### src/rtl/majority_pkg.sv
// Shared constants and width helpers for the majority voter slice.
package majority_pkg;

  localparam logic MODE_STRICT = 1'b0;
  localparam logic MODE_THRESH = 1'b1;

  // Bits needed to hold any value in 0..n.
  function automatic int clog2_plus1(input int n);
    return $clog2(n + 1);
  endfunction

endpackage

### src/rtl/majority_popcount.sv
// Combinational popcount of a WIDTH-bit word as a balanced pairwise adder tree.
module majority_popcount #(
  parameter int WIDTH = 7,
  parameter int CNT_W = $clog2(WIDTH + 1)
) (
  input  logic [WIDTH-1:0] word,
  output logic [CNT_W-1:0] count
);

  // Leaves padded to a power of two so every tree level pairs cleanly.
  localparam int LEAVES = 1 << $clog2(WIDTH);

  logic [LEAVES-1:0] padded;
  logic [CNT_W-1:0]  node [LEAVES];

  always_comb begin
    padded = LEAVES'(word);
    for (int i = 0; i < LEAVES; i++) node[i] = CNT_W'(padded[i]);
    for (int s = LEAVES / 2; s >= 1; s = s / 2)
      for (int i = 0; i < s; i++) node[i] = node[2*i] + node[2*i+1];
    count = node[0];
  end

endmodule

### src/rtl/majority_window_voter.sv
// Registered spatial majority voter with a sliding-window temporal majority.
module majority_window_voter
  import majority_pkg::*;
#(
  parameter int WIDTH  = 7,
  parameter int DEPTH  = 8,
  parameter int CNT_W  = clog2_plus1(WIDTH),
  parameter int WCNT_W = clog2_plus1(DEPTH)
) (
  input  logic              clk,
  input  logic              rst_n,
  input  logic              in_valid,
  input  logic [WIDTH-1:0]  in_data,
  input  logic              mode,
  input  logic [CNT_W-1:0]  thr,
  input  logic              clear,
  output logic              out_valid,
  output logic [CNT_W-1:0]  pop_cnt,
  output logic              maj_out,
  output logic [WCNT_W-1:0] win_cnt,
  output logic              win_full,
  output logic              win_maj
);

  logic [CNT_W-1:0]  pop;
  logic              sbit;
  logic [DEPTH-1:0]  win_sr;
  logic [WCNT_W-1:0] fill, fill_next, cnt_next;
  logic [WCNT_W:0]   cnt_wide;
  logic              oldest, full_next;

  majority_popcount #(.WIDTH(WIDTH), .CNT_W(CNT_W)) u_pop (
    .word  (in_data),
    .count (pop)
  );

  always_comb begin
    if (mode == MODE_STRICT) sbit = (2 * int'(pop)) > WIDTH;
    else                     sbit = (pop >= thr);
  end

  assign win_full = (fill == WCNT_W'(DEPTH));
  assign oldest   = win_full & win_sr[DEPTH-1];

  // Running sum: one spare bit so the +bit never wraps before the -oldest.
  always_comb begin
    cnt_wide  = {1'b0, win_cnt} + (WCNT_W+1)'(sbit) - (WCNT_W+1)'(oldest);
    cnt_next  = cnt_wide[WCNT_W-1:0];
    fill_next = win_full ? fill : fill + 1'b1;
    full_next = (fill_next == WCNT_W'(DEPTH));
  end

  always_ff @(posedge clk or negedge rst_n) begin
    if (!rst_n) begin
      out_valid <= 1'b0;
      pop_cnt   <= '0;
      maj_out   <= 1'b0;
      win_sr    <= '0;
      fill      <= '0;
      win_cnt   <= '0;
      win_maj   <= 1'b0;
    end else begin
      out_valid <= in_valid & ~clear;
      if (clear) begin
        win_sr  <= '0;
        fill    <= '0;
        win_cnt <= '0;
        win_maj <= 1'b0;
      end else if (in_valid) begin
        pop_cnt <= pop;
        maj_out <= sbit;
        win_sr  <= (win_sr << 1) | DEPTH'(sbit);
        fill    <= fill_next;
        win_cnt <= cnt_next;
        win_maj <= full_next && ((2 * int'(cnt_next)) > DEPTH);
      end
    end
  end

endmodule

### config.mk
export PLATFORM = sky130hd
export DESIGN_NAME = majority_window_voter
export DESIGN_NICKNAME = d
export VERILOG_FILES = /design/src/rtl/majority_pkg.sv /design/src/rtl/majority_popcount.sv /design/src/rtl/majority_window_voter.sv
export SDC_FILE = /design/constraint.sdc
export NUM_CORES = 1
export LEC_CHECK = 0
export BUFFER_PORTS_ARGS = -buffer_cell sky130_fd_sc_hd__buf_4
export CORE_ASPECT_RATIO = 1.1
export CORE_MARGIN = 1.5
export CORE_UTILIZATION = 42
export DETAILED_ROUTE_END_ITERATION = 8
export SYNTH_ARGS = -nofsm -noshare
export SYNTH_HDL_FRONTEND = slang
export SYNTH_SLANG_ARGS = --single-unit
### constraint.sdc
create_clock -name clk -period 3.05 [get_ports clk]
set_input_delay 0.61 -clock clk [delete_from_list [all_inputs] [get_ports clk]]
set_output_delay 0.61 -clock clk [all_outputs]
set_load 0.005 [all_outputs]
==> flow_summary_export.csv, run 1 <==
group,metric,value,unit
finish,final_cell_count_no_fill,202,
cts,cts_hold_buf,0,
die,boundaryPins,26,
logic_synthesis,avg_synthesized_cell_area,10.3,sq um
outcome,failed_checks,"DRC, setup timing",
sta,finalHoldViolCount,0,
place,detailedPlacementHpwl,2.02,mm
run,timing.max_cap.violations,0,
sta,final_min_period_over_clock_period,135,%
finish,drive_above_1_share,40.5,%
cts,tritoncts_clock_tree,"built",
sta,layout_setup_ws,-1.06,ns
place,place_inst,196,
sta,grt_setup_unrepaired,"true",
worst_setup_path,setup.worst_path.end_class,"register",
worst_hold_path,holdCritPathClass,"primary input to asynchronous set/reset pin",
worst_setup_path,start_kind,"primary input",
sta,max_slew_margin,81.5,%
pwr,irDropWorstVdd,0.305,mV
sta,holdWs,0.157,ns
die,coreArea,3100,sq um
logic_synthesis,netlist_instances,135,
finish,postLayoutCoreUtil,60.0,%
die,die-width,57.9,um
die,design.die.area,3670,sq um
worst_setup_path,r2r.worst_path.cells,12,
cts,cts.sinks,22,
logic_synthesis,ys_seq_elements,22,
logic_synthesis,yosysWarningCount,0,
die,rows,21,
logic_synthesis,mappedNetlistNets,167,
drt,detail_route.iter0.violations,29,
sta,finalSetupViolations,5,
cts,cts_root_buffer,"sky130_fd_sc_hd__clkbuf_4",
sta,fmax,0.243,GHz
place,last_weighted_congestion_value_of_the_routability_driven_placer,0.820,
cts,num_cts_buffers,3,
drt,routed-via-count,1049,
logic_synthesis,syn_area,1390,sq um
drt,detail_route.drc_violations,2,
pwr,p_leak,0.909,nW
grt,vias_in_the_first_global_route,1053,
outcome,outcome,"finished, violations left",
logic_synthesis,synth-seq-area-share,39.6,%
pwr,power.total,0.955,mW
place,setup_slack_at_placement,-1.45,ns
worst_setup_path,worst-endpoint-required,3.25,ns
sta,clock_skew,0.00775,ns
worst_setup_path,critical_path_fanout_max,3,
grt,maximum_number_of_pins_on_one_net_before_global_route_repair,23,
logic_synthesis,synth_cell_type_count,34,
worst_setup_path,cp.arrival,4.32,ns
drt,vias_per_cell,5.19,
finish,areaGrowthSynthToFinish,33.6,%
grt,grt_pass1_wl,4.70,mm
die,initial_cell_density_of_the_core,44.9,%
cts,buffer_levels_on_the_longest_clock_path,2,
pwr,pwr_density_cell,514,nW/um^2
sta,final-max-slew-violation-count,0,
place,buffer_ports.inserted,25,
finish,finalNetCount,201,
finish,filler_cell_count,266,
grt,grt_remaining_overflow,0,
finish,n_antenna_cell,0,
cts,cts_max_level,1,
drt,detail_route.wirelength,2.69,mm
grt,grt.total_usage,16.6,%
worst_setup_path,crit_type,"primary input to register",
sta,worst-slew-pin-transition,0.277,ns
die,die_h,63.4,um
sta,period_needed,4.11,ns
drt,ant_nets,0,
drt,dr.pass1.iters,6,
cts,clock_insertion_delay_worst_skew,0.31,ns
grt,grt_antenna_before_repair,0,
drt,wire_length_per_cell_after_detailed_routing,13.3,um
cts,path_clk_slew,0.13,ns
[flip-flops by register name, indices dropped and copies added, names as in the netlist]
| register | cells |
|---|---|
| fill | 4 |
| maj_out | 1 |
| out_valid | 1 |
| pop_cnt | 3 |
| win_cnt | 4 |
| win_maj | 1 |
| win_sr | 8 |
[synthesized netlist by cell type, drive strengths merged]
| cell | n | area (sq um) |
|---|---|---|
| o31ai | 2 | 15.0 |
| inv | 16 | 60.1 |
| a32oi | 1 | 8.76 |
| buf | 5 | 37.5 |
| or2 | 1 | 6.26 |
| o32ai | 1 | 8.76 |
| o21ai | 6 | 30.0 |
| and3 | 1 | 11.3 |
| a21o | 3 | 22.5 |
| or3 | 1 | 6.26 |
| mux2i | 10 | 100 |
| nand2 | 5 | 18.8 |
| clkbuf | 1 | 3.75 |
| a211oi | 1 | 7.51 |
| a21oi | 3 | 15.0 |
| nand4 | 1 | 6.26 |
| and2 | 1 | 6.26 |
| mux2 | 3 | 33.8 |
| a2111oi | 1 | 15.0 |
| nor2b | 2 | 12.5 |
| nand2b | 4 | 32.5 |
| ha | 13 | 163 |
| xor2 | 3 | 26.3 |
| nor3 | 1 | 5.00 |
| dfrtp | 22 | 551 |
| o21a | 1 | 7.51 |
| nor2 | 18 | 67.6 |
| xnor2 | 2 | 17.5 |
| fa | 4 | 80.1 |
| a22o | 1 | 8.76 |
| nor3b | 1 | 7.51 |
[critical path, stage by stage]
cell and delay, ns:
sky130_fd_sc_hd__buf_6 0.09, sky130_fd_sc_hd__ha_4 0.25, sky130_fd_sc_hd__inv_2 0.03, sky130_fd_sc_hd__fa_1 0.53, sky130_fd_sc_hd__inv_1 0.04, sky130_fd_sc_hd__ha_2 0.17
sky130_fd_sc_hd__fa_2 0.48, sky130_fd_sc_hd__ha_4 0.28, sky130_fd_sc_hd__a21o_1 0.11, sky130_fd_sc_hd__a21oi_2 0.06, sky130_fd_sc_hd__or2_4 0.25, sky130_fd_sc_hd__ha_4 0.26
sky130_fd_sc_hd__inv_2 0.04, sky130_fd_sc_hd__ha_4 0.15, sky130_fd_sc_hd__and3_4 0.17, sky130_fd_sc_hd__or3_4 0.32, sky130_fd_sc_hd__a21oi_2 0.16, sky130_fd_sc_hd__mux2_4 0.31
[layout make-up]
class,count,area (sq um),area share [%]
clock buffers,3,22.5,1.21
clock inverters,1,30.0,1.62
inverters,16,60.1,3.23
multi-input cells,91,880,47.3
flip-flops and latches,22,551,29.6
well taps,34,42.5,2.29
repair buffers,35,274,14.7
[per-layer routing]
metal / vias up / global-route usage [%] / share of wire, % / routed length [um]
li1: 514 / - / - / -
met1: 503 / 21.2 / 44 / 1180
met2: 26 / 27.8 / 51 / 1370
met3: 6 / 3.08 / 4.0 / 108
met4: 0 / 5.81 / 1.3 / 36
met5: - / 0 / 0 / 0
[kinds of logic after synthesis]
| kind of cell | Yosys count | synth area share (%) |
|---|---|---|
| xor+xnor | 5 | 3.15 |
| compound gates | 20 | 9.98 |
| buf+inv | 22 | 7.28 |
| mux | 13 | 9.62 |
| flops | 22 | 39.6 |
| fa+ha+maj | 17 | 17.4 |
| simple gates | 36 | 13.0 |
[stage by stage]
step / setup TNS, ns / cell area (sq um)
2_1_floorplan: -4.63 / 1460
3_5_place_dp: -6.62 / 1710
6_report: -4.13 / 1860
4_1_cts: -4.08 / 1810
3_3_place_gp: -6.12 / 1710
5_1_grt: -4.69 / 1860
[path summary, 6_finish.rpt]
kind / startpoint / endpoint / slack [ns]
min in group clk: pop_cnt[0] / pop_cnt[0] / 0.51
max in group asynchronous: rst_n / win_cnt[1] / 2.67
min: rst_n / fill[2] / 0.16
min reg2reg: pop_cnt[0] / pop_cnt[0] / 0.51
max reg2reg: fill[0] / win_cnt[3] / 0.38
max: in_data[4] / win_cnt[3] / -1.06
[power breakdown]
group          internal (mW)  switching [mW]  leakage (nW)  total, mW
logic                  0.219           0.158         0.587      0.377
clock network          0.133          0.0916        0.0279      0.224
registers              0.325          0.0288         0.295      0.354
[cell usage in the layout, fill, tap and decap left out, types with 4 or more instances in the layout]
| cell type | count |
|---|---|
| sky130_fd_sc_hd__buf_4 | 32 |
| sky130_fd_sc_hd__dfrtp_1 | 22 |
| sky130_fd_sc_hd__ha_1 | 5 |
| sky130_fd_sc_hd__ha_4 | 7 |
| sky130_fd_sc_hd__inv_1 | 11 |
| sky130_fd_sc_hd__inv_2 | 5 |
| sky130_fd_sc_hd__mux2i_1 | 10 |
| sky130_fd_sc_hd__nand2_1 | 5 |
| sky130_fd_sc_hd__nor2_1 | 18 |
| sky130_fd_sc_hd__o21ai_0 | 4 |
[repair_timing]
item                                    CTS  global route
setup buffers                             1             2
gates resized for setup                   9             7
endpoints found under the setup margin    5             6
pin swaps                                 6             9
(Power assumes the default switching activity.)
==> inputs of run 2 (changes only) <==
Settings changed: ABC_CLOCK_PERIOD_IN_PS set to 3050, CORE_UTILIZATION 42 to 54, PLACE_DENSITY set to 0.78.
==> flow_summary_export.csv, run 2 (synthesis results as in run 1) <==
group,metric,value,unit
cts,cts_root_buffer,"sky130_fd_sc_hd__clkbuf_4",
drt,routed-via-count,1062,
grt,grt_remaining_overflow,0,
finish,drive_above_1_share,41.0,%
pwr,pwr-share-comb,39.0,%
sta,worst-slew-pin-transition,0.281,ns
cts,num_cts_buffers,3,
pwr,seqPwrFrac,37.3,%
die,die_h,56.2,um
pwr,power.internal,0.666,mW
cts,tritoncts_clock_tree,"built",
cts,cts.sinks,22,
drt,ant_nets,0,
grt,grt_antenna_before_repair,0,
finish,areaGrowthSynthToFinish,32.2,%
drt,vias_per_cell,5.39,
sta,fmax,0.246,GHz
die,coreArea,2470,sq um
worst_setup_path,worst-endpoint-required,3.26,ns
sta,max_slew_margin,81.3,%
worst_setup_path,crit_type,"primary input to register",
cts,clock_insertion_delay_worst_skew,0.31,ns
worst_setup_path,start_kind,"primary input",
pwr,irDropWorstVdd,0.471,mV
finish,largest_register,"win_sr",
sta,final-max-slew-violation-count,0,
sta,finalSetupViolations,5,
finish,finalNetCount,199,
finish,biggestRegsByFlops,"win_sr: 8 flops, fill: 4 flops, win_cnt: 4 flops",
worst_setup_path,cp.arrival,4.28,ns
finish,final_common_cell,"sky130_fd_sc_hd__buf_4",
grt,vias_in_the_first_global_route,1080,
die,boundaryPins,26,
cts,cts_hold_buf,0,
worst_setup_path,launch_point_of_the_critical_path,"in_data[4]",
drt,dr.pass1.iters,4,
drt,detail_route.drc_violations,0,
grt,grt_pass1_wl,4.43,mm
sta,grt_setup_unrepaired,"true",
outcome,failed_checks,"setup timing",
finish,design_area,1840,sq um
cts,post_cts_setup_buffer_count,0,
die,die-width,51.4,um
worst_setup_path,setup.worst_path.end_class,"register",
pwr,p_leak,0.895,nW
worst_setup_path,critical_path_fanout_max,2,
drt,detail_route.iter0.violations,35,
outcome,outcome,"finished, violations left",
sta,clock_skew,0.00681,ns
place,dpl-instance-area,1710,sq um
cts,path_clk_slew,0.13,ns
die,design.die.area,2890,sq um
finish,largest_register_ffs,8,
grt,maximum_number_of_pins_on_one_net_before_global_route_repair,23,
pwr,power.total,0.945,mW
drt,detail_route.wirelength,2.71,mm
finish,n_antenna_cell,0,
place,detailedPlacementHpwl,1.99,mm
pwr,p_sw,0.279,mW
drt,wire_length_per_cell_after_detailed_routing,13.8,um
place,last_weighted_congestion_value_of_the_routability_driven_placer,0.793,
cts,buffer_levels_on_the_longest_clock_path,2,
grt,grt.total_usage,20.5,%
worst_setup_path,worstReg2RegStart,"fill[0]",
die,rows,19,
cts,cts_max_level,1,
pwr,pwr_density_cell,514,nW/um^2
sta,final_min_period_over_clock_period,133,%
die,initial_cell_density_of_the_core,56.3,%
finish,filler_cell_count,182,
sta,period_needed,4.07,ns
finish,most-common-layout-cells,"sky130_fd_sc_hd__buf_4, sky130_fd_sc_hd__dfrtp_1, sky130_fd_sc_hd__nor2_1",
sta,layout_setup_ws,-1.02,ns
run,timing.max_cap.violations,0,
pwr,clock_power_share,23.7,%
sta,finalHoldViolCount,0,
worst_hold_path,holdCritPathClass,"primary input to asynchronous set/reset pin",
pwr,netSwitchingFraction,29.5,%
place,buffer_ports.inserted,25,
-- run 2: changes by cell type in the layout (fill, tap and decap cells not counted), sizes merged --
cell | previous run | this run
buf | 35 | 33
-- run 2: metal layers --
layer | up-vias | share of wire, % | global-route usage [%]
li1 | 504 | - | -
met1 | 525 | 40 | 22.0
met2 | 28 | 55 | 38.1
met3 | 5 | 3.1 | 3.76
met4 | 0 | 1.7 | 7.89
met5 | - | 0 | 0
-- run 2: power groups by stage --
stage                     Combinational (mW)  Clock (mW)  Sequential, mW
final                                  0.368       0.224           0.352
after global routing                   0.411       0.241           0.357
after CTS                              0.340       0.227           0.352
after detailed placement               0.329           0           0.357
after global placement                 0.314           0           0.355
after floorplan                        0.192           0           0.355
-- run 2: final timing paths --
check | end | slack [ns] | depth (start not counted)
worst max-delay path | win_cnt[3] | -1.02 | 18
worst min-delay path | fill[0] | 0.15 | 1
worst max register to register | win_cnt[3] | 0.40 | 12
worst min register to register | pop_cnt[0] | 0.50 | 2
max in group asynchronous | pop_cnt[2] | 2.67 | 1
min in group clk | pop_cnt[0] | 0.50 | 2
-- run 2: layout make-up --
class | count | area, sq um | share of cell area [%]
clock buffer | 3 | 22.5 | 1.22
clock inverter | 1 | 30.0 | 1.63
inverter | 16 | 60.1 | 3.27
multi-input combinational | 91 | 882 | 48.0
sequential | 22 | 551 | 29.9
tap | 31 | 38.8 | 2.11
timing repair buffer | 33 | 255 | 13.9
-- run 2: stage by stage --
stage	instances	TNS (ns)	utilization, %	hold slack [ns]	setup slack (ns)
floorplan	135	-4.63	-	0.314	-1.18
global placement	193	-5.92	69.1	0.471	-1.35
detailed placement	193	-6.37	69.1	0.484	-1.42
CTS	197	-4.02	72.4	0.161	-1.02
global route	197	-4.34	74.4	0.151	-1.10
finish	197	-3.92	74.4	0.153	-1.02
-- run 2: repair_timing --
action | 4_1_cts | 5_1_grt
gates resized for setup | 8 | 10
endpoints found under the setup margin | 5 | 5
pin swaps | 5 | 6
-- run 2: worst max-delay path, stage by stage --
cell and delay (ns):
sky130_fd_sc_hd__buf_6 0.09, sky130_fd_sc_hd__ha_4 0.25, sky130_fd_sc_hd__inv_2 0.03, sky130_fd_sc_hd__fa_1 0.52, sky130_fd_sc_hd__inv_1 0.04, sky130_fd_sc_hd__ha_2 0.18, sky130_fd_sc_hd__fa_2 0.35, sky130_fd_sc_hd__xor2_2 0.19
sky130_fd_sc_hd__ha_2 0.32, sky130_fd_sc_hd__a21oi_2 0.06, sky130_fd_sc_hd__or2_4 0.23, sky130_fd_sc_hd__ha_4 0.27, sky130_fd_sc_hd__inv_2 0.04, sky130_fd_sc_hd__ha_4 0.15, sky130_fd_sc_hd__and3_4 0.16, sky130_fd_sc_hd__or3_4 0.32
sky130_fd_sc_hd__a21oi_2 0.14, sky130_fd_sc_hd__mux2_4 0.30
